## src/rtl/vga_timing_gen.sv

```systemverilog
// vga_timing_gen: parametrised raster timing generator.
// Produces the pixel position, the active-video flag, horizontal/vertical
// sync with selectable polarity, line/frame start strobes, and copies of
// videoon/h_synq/v_synq delayed by PIPE_DLY pixel ticks. The copies keep sync
// and blanking aligned with a downstream pixel pipeline.
// Ports:
//   clk, rst_n       system clock, synchronous active-low reset
//   pix_en           pixel tick; all state advances only when high
//   pixel_x/pixel_y  current position (CNT_W bits each)
//   videoon          inside the visible area
//   h_synq/v_synq    sync outputs, active level HS_POL/VS_POL
//   line_start       high while pixel_x == 0
//   frame_start      high while pixel_x == 0 and pixel_y == 0
//   d_videoon, d_h_synq, d_v_synq  PIPE_DLY-tick delayed copies
module vga_timing_gen #(
  parameter int H_ACTIVE = 640,
  parameter int H_FP     = 16,
  parameter int H_SYNC   = 96,
  parameter int H_BP     = 48,
  parameter int V_ACTIVE = 480,
  parameter int V_FP     = 10,
  parameter int V_SYNC   = 2,
  parameter int V_BP     = 33,
  parameter int HS_POL   = 0,
  parameter int VS_POL   = 0,
  parameter int CNT_W    = 11,
  parameter int PIPE_DLY = 2
) (
  input  logic             clk,
  input  logic             rst_n,
  input  logic             pix_en,
  output logic [CNT_W-1:0] pixel_x,
  output logic [CNT_W-1:0] pixel_y,
  output logic             videoon,
  output logic             h_synq,
  output logic             v_synq,
  output logic             line_start,
  output logic             frame_start,
  output logic             d_videoon,
  output logic             d_h_synq,
  output logic             d_v_synq
);

  localparam int H_TOTAL = H_ACTIVE + H_FP + H_SYNC + H_BP;
  localparam int V_TOTAL = V_ACTIVE + V_FP + V_SYNC + V_BP;

  localparam logic [CNT_W-1:0] ONE    = CNT_W'(1);
  localparam logic [CNT_W-1:0] H_LAST = CNT_W'(H_TOTAL - 1);
  localparam logic [CNT_W-1:0] V_LAST = CNT_W'(V_TOTAL - 1);
  localparam logic [CNT_W-1:0] H_VIS  = CNT_W'(H_ACTIVE);
  localparam logic [CNT_W-1:0] V_VIS  = CNT_W'(V_ACTIVE);
  localparam logic [CNT_W-1:0] HS_BEG = CNT_W'(H_ACTIVE + H_FP);
  localparam logic [CNT_W-1:0] HS_END = CNT_W'(H_ACTIVE + H_FP + H_SYNC);
  localparam logic [CNT_W-1:0] VS_BEG = CNT_W'(V_ACTIVE + V_FP);
  localparam logic [CNT_W-1:0] VS_END = CNT_W'(V_ACTIVE + V_FP + V_SYNC);

  localparam logic HS_ON  = (HS_POL != 0);
  localparam logic HS_OFF = ~HS_ON;
  localparam logic VS_ON  = (VS_POL != 0);
  localparam logic VS_OFF = ~VS_ON;

  // nx/ny is the position that the next pix_en tick presents on the outputs.
  logic [CNT_W-1:0] nx_q, nx_d, ny_q, ny_d;
  logic [CNT_W-1:0] pixel_x_q, pixel_x_d, pixel_y_q, pixel_y_d;
  logic videoon_q, videoon_d, h_synq_q, h_synq_d, v_synq_q, v_synq_d;
  logic line_start_q, line_start_d, frame_start_q, frame_start_d;

  always_comb begin
    nx_d          = nx_q;
    ny_d          = ny_q;
    pixel_x_d     = pixel_x_q;
    pixel_y_d     = pixel_y_q;
    videoon_d     = videoon_q;
    h_synq_d      = h_synq_q;
    v_synq_d      = v_synq_q;
    line_start_d  = line_start_q;
    frame_start_d = frame_start_q;
    if (pix_en) begin
      pixel_x_d     = nx_q;
      pixel_y_d     = ny_q;
      videoon_d     = (nx_q < H_VIS) && (ny_q < V_VIS);
      h_synq_d      = ((nx_q >= HS_BEG) && (nx_q < HS_END)) ? HS_ON : HS_OFF;
      v_synq_d      = ((ny_q >= VS_BEG) && (ny_q < VS_END)) ? VS_ON : VS_OFF;
      line_start_d  = (nx_q == '0);
      frame_start_d = (nx_q == '0) && (ny_q == '0);
      if (nx_q == H_LAST) begin
        nx_d = '0;
        ny_d = (ny_q == V_LAST) ? '0 : ny_q + ONE;
      end else begin
        nx_d = nx_q + ONE;
      end
    end
  end

  always_ff @(posedge clk) begin
    if (!rst_n) begin
      nx_q          <= '0;
      ny_q          <= '0;
      pixel_x_q     <= '0;
      pixel_y_q     <= '0;
      videoon_q     <= 1'b0;
      h_synq_q      <= HS_OFF;
      v_synq_q      <= VS_OFF;
      line_start_q  <= 1'b0;
      frame_start_q <= 1'b0;
    end else begin
      nx_q          <= nx_d;
      ny_q          <= ny_d;
      pixel_x_q     <= pixel_x_d;
      pixel_y_q     <= pixel_y_d;
      videoon_q     <= videoon_d;
      h_synq_q      <= h_synq_d;
      v_synq_q      <= v_synq_d;
      line_start_q  <= line_start_d;
      frame_start_q <= frame_start_d;
    end
  end

  assign pixel_x     = pixel_x_q;
  assign pixel_y     = pixel_y_q;
  assign videoon     = videoon_q;
  assign h_synq      = h_synq_q;
  assign v_synq      = v_synq_q;
  assign line_start  = line_start_q;
  assign frame_start = frame_start_q;

  // Delay line: stage 0 captures the registered output before it updates,
  // so the last stage shows the value from PIPE_DLY ticks earlier.
  if (PIPE_DLY == 0) begin : g_no_dly
    assign d_videoon = videoon_q;
    assign d_h_synq  = h_synq_q;
    assign d_v_synq  = v_synq_q;
  end else begin : g_dly
    logic [PIPE_DLY-1:0] dv_q, dv_d, dh_q, dh_d, dvs_q, dvs_d;

    always_comb begin
      dv_d  = dv_q;
      dh_d  = dh_q;
      dvs_d = dvs_q;
      if (pix_en) begin
        dv_d  = (dv_q << 1)  | PIPE_DLY'(videoon_q);
        dh_d  = (dh_q << 1)  | PIPE_DLY'(h_synq_q);
        dvs_d = (dvs_q << 1) | PIPE_DLY'(v_synq_q);
      end
    end

    always_ff @(posedge clk) begin
      if (!rst_n) begin
        dv_q  <= '0;
        dh_q  <= {PIPE_DLY{HS_OFF}};
        dvs_q <= {PIPE_DLY{VS_OFF}};
      end else begin
        dv_q  <= dv_d;
        dh_q  <= dh_d;
        dvs_q <= dvs_d;
      end
    end

    assign d_videoon = dv_q[PIPE_DLY-1];
    assign d_h_synq  = dh_q[PIPE_DLY-1];
    assign d_v_synq  = dvs_q[PIPE_DLY-1];
  end

endmodule

```

## config.mk

```make
export PLATFORM = sky130hd
export DESIGN_NAME = vga_timing_gen
export DESIGN_NICKNAME = d
export VERILOG_FILES = /design/src/rtl/vga_timing_gen.sv
export SDC_FILE = /design/constraint.sdc
export NUM_CORES = 1
export LEC_CHECK = 0
export CAP_MARGIN = 30
export CORE_ASPECT_RATIO = 1.75
export CORE_UTILIZATION = 43
export DETAILED_ROUTE_END_ITERATION = 12
export PLACE_DENSITY = 0.65
export SLEW_MARGIN = 20
export SYNTH_ARGS = -nofsm -noshare
export SYNTH_HDL_FRONTEND = slang
export SYNTH_SLANG_ARGS = --single-unit
```

## constraint.sdc

```tcl
create_clock -name clk -period 6.3 [get_ports clk]
set_input_delay 0.945 -clock clk [delete_from_list [all_inputs] [get_ports clk]]
set_output_delay 0.945 -clock clk [all_outputs]
set_load 0.1 [all_outputs]
```

# Yosys cells after proc, flatten, opt, wreduce, memory -nomap -nowiden
# Index checks and enable logic that the tools add are counted.
# word_totals
regBits,55
# op_classes
n_addsub,2
n_lt_le_gt_ge,6
eq_ne,2
n_mux,4
bitwise,3
reduce_logical,7
# op_table
cell,n
$add A11 B1 Y11 const B,2
$eq A11 B10 Y1 const B,2
$logic_not A11 Y1,2
$lt A11 B10 Y1 const B,2
$lt A11 B9 Y1 const B,2
$mux W11,2
$ge A11 B10 Y1 const B,1
$ge A11 B9 Y1 const B,1
$or A2 B1 Y2,3
$logic_and A1 B1 Y1,4
$mux W1,2
$reduce_and A2 Y1,1

# Logic depth before layout (Yosys ltp)
# depth
depth_word,3
ltp_mapped,7
ltp_nobuf,6

# Worst setup path after synthesis
# Ideal clock, no wire load.
# synth_path
kind,in2reg
startpoint,input pix_en
endpoint,register ny_q[10]
setup_ps,72
arrival_time_ps,2376
required_ps,6228
setup_slack_ps,3851
stages,5
n_path_buf,1
path_cell_list,nand4_1 > or4_1 > buf_2 > or4_1 > a21oi_1
# synth_between
elab_chain_len,1
# synth_rtl
item,line,source
"start, declared",31,"input logic pix_en,"
$reduce_and A2 Y1 (no line),--,
"end signal, assigned",108,ny_q <= ny_d;
"end, declared",63,"logic [CNT_W-1:0] nx_q, nx_d, ny_q, ny_d;"
# No other way between the ends.
# A chain may end at the register's enable or synchronous reset.

# Worst setup path after layout
# layout_path
startpoint,input pix_en
endpoint,register ny_q[6]
# Same word-level chain as after synthesis.

==> impl_metrics.ini <==
[drt]
routed_wl_mm = 5.040
wire_per_inst_um = 15.00
antenna_left = 0
drc = 3
vias_per_cell = 5.557
vias = 1867
firstDrtPassIters = 10
drt_iter0_drc = 50

[status]
violations = design-rule violations
status = finished with violations

[power]
clock_power_share = 0.331
comb_power_share = 0.083
internal-power_mw = 0.4564
switching_share = 0.2474
vdd_ir_drop_max_uv = 125.8
power_density_mw_per_mm2 = 220.3
power_switching_mw = 0.1501
p_leak_nw = 1.008
seq_power_share = 0.585

[worst_hold_path]
min_from = pixel_x[7]
hold_path_class = register to register

[logic_synthesis]
synth_flop_cell = dfxtp_1
async_reset_ff_frac = 0
synth_warnings = 0
ys_top_cells_by_area = dfxtp_1, mux2i_1, nor2_1, nand2_1, a21oi_1
avgSynthCellArea_um2 = 9.012
synth.net_count = 264
synth_top_area_cell = dfxtp_1
yosysMostFrequentCell = dfxtp_1
ys_seq_area_frac = 0.4754
synth_cells = 257
yosys-top-cells-count = dfxtp_1, nor2_1, mux2i_1
synth_edf_count = 0
synth_cell_types = 37
netlist_area_mm2 = 0.002316
synth_seq_cells = 55
synth_top_area_frac = 0.4754

[timing]
rsz0062_at_grt = false
period_minus_slack_ns = 3.323
max_freq_mhz = 300.9
worstMarginPinSlew_ns = 0.9708
skew_ns = 0.009633
timing.slew.headroom = 0.3507
hold_viol = 0
maxSlewViolCount = 0
setup_viol = 0
min_period_over_period = 0.5275
setup-tns-final_ns = 0

[floorplan]
die_area_mm2 = 0.005695
die_x_um = 57.48
core_area_mm2 = 0.005211
rows = 35
die_h_um = 99.09
start_util = 0.4444
ios = 33

[clock_network]
cts_buffer_depth = 2
cts_buffers = 5
post_cts_resized = 0
insertion_delay_ns = 0.31
postCtsHoldBufs = 0
postCtsSetupBuffers = 0
cts-root-buf = clkbuf_8
clkSinkCount = 55
htree_levels = 2
clkTransAtPathRegs_ns = 0.09
cts_tree = yes

[grt]
grt_max_degree = 39
grt-ovfl-total = 0
grtUsageTotal = 0.1905
grt_antenna_before_repair = 0
grt_pass1_wl_mm = 8.431
grt_pass1_vias = 1805

[worst_setup_path]
slowest_stage = or4_1
rr_startpoint = nx_q[0]
critPathLaunch = pix_en
crit_arrival_ns = 3.56
start_kind = input pin
path_cells = buf_2, nand4_1, or4_1, or4b_1, a21oi_1
path_buf_inv = 1
critPathCaptureType = register
path_delay_family = simple AND/OR/NAND/NOR gates
crit_fanout = 38
max_stage_delay_ns = 0.78
cp.required_ns = 6.53
setup.worst_path.class = input pin to register

[layout]
final_area_mm2 = 0.002753
drive_gt1_frac = 0.03203
area_delta_synth_final_pct = 18.85
num_antenna_cells = 0
final_nets = 287

[placement]
place_hpwl_mm = 3.574
placed_cell_area_mm2 = 0.002658
io_buffers = 32
place.gp.congestion = 0.8326

[flow_run]
cap_violations = 0
## power groups by stage
stage | combinational [mW] | sequential [mW] | clock (mW)
floorplan | 0.0206 | 0.380 | 0
global placement | 0.0486 | 0.363 | 0
detailed placement | 0.0509 | 0.363 | 0
CTS | 0.0509 | 0.355 | 0.209
global route | 0.0539 | 0.356 | 0.219
finish | 0.0505 | 0.355 | 0.201
## tightest hold or removal path: stages, from the launching register on
cell	delay (ns)
dfxtp_1	0.32
nand2_1	0.05
a21oi_1	0.05
## sequential cells by signal, indices dropped and copies added (netlist names), 2 cells and up
name         flops
nx_q            11
ny_q            11
pixel_x         11
pixel_y         11
g_dly.dh_q       2
g_dly.dv_q       2
g_dly.dvs_q      2
## cells in the final DEF, fill, tap and decap left out, types with 6 or more instances in the layout
cell             instances
nand3_1                  9
nand2_1                 24
nand4_1                  6
mux2i_1                 26
clkbuf_8                 6
a21oi_1                 16
nor2_1                  35
dfxtp_1                 55
inv_1                    7
clkdlybuf4s50_1         31
xnor2_1                  7
## final cells by class
cell class	count	area [µm²]
multi-input combinational	178	1119
inverter	7	26.28
sequential	55	1101
tap	55	68.82
clock buffer	7	86.33
clock inverter	1	8.758
fill	498	2459
timing repair buffer	33	342.8
## final timing paths
path | endpoint | slack, ns | cells past startpoint
max | ny_q[6] | 2.98 | 5
min | pixel_x[7] | 0.46 | 2
max reg2reg | ny_q[6] | 3.80 | 5
min reg2reg | pixel_x[7] | 0.46 | 2
## per-layer routing
layer | wire length, µm | global-route usage | share of wire
met5 | 0 | 0 | 0
met4 | 94 | 0.09381 | 0.019
met3 | 121 | 0.03281 | 0.024
met2 | 2776 | 0.3372 | 0.55
met1 | 2047 | 0.2134 | 0.41
## cells by family (layout without fill, tap and decap cells)
| family | count (synthesis) | after routing | synth area share |
|---|---|---|---|
| fa+ha+maj | 4 | 4 | 0.02161 |
| buf+inv | 24 | 48 | 0.04160 |
| simple gates | 107 | 107 | 0.2329 |
| mux | 26 | 26 | 0.1124 |
| xor+xnor | 11 | 11 | 0.04160 |
| flops | 55 | 55 | 0.4754 |
| compound gates | 30 | 30 | 0.07456 |
## through the flow
stage	hold WS, ns	total power, mW	instances	utilization	setup slack, ns
floorplan	0.4413	0.4010	257	-	3.851
global placement	0.4462	0.4117	327	0.5047	2.746
detailed placement	0.4548	0.4142	328	0.5100	2.670
CTS	0.4654	0.6151	336	0.5282	2.997
global route	0.4797	0.6292	336	0.5282	2.852
finish	0.4608	0.6065	336	0.5282	2.977
(Power assumes the default switching activity.)
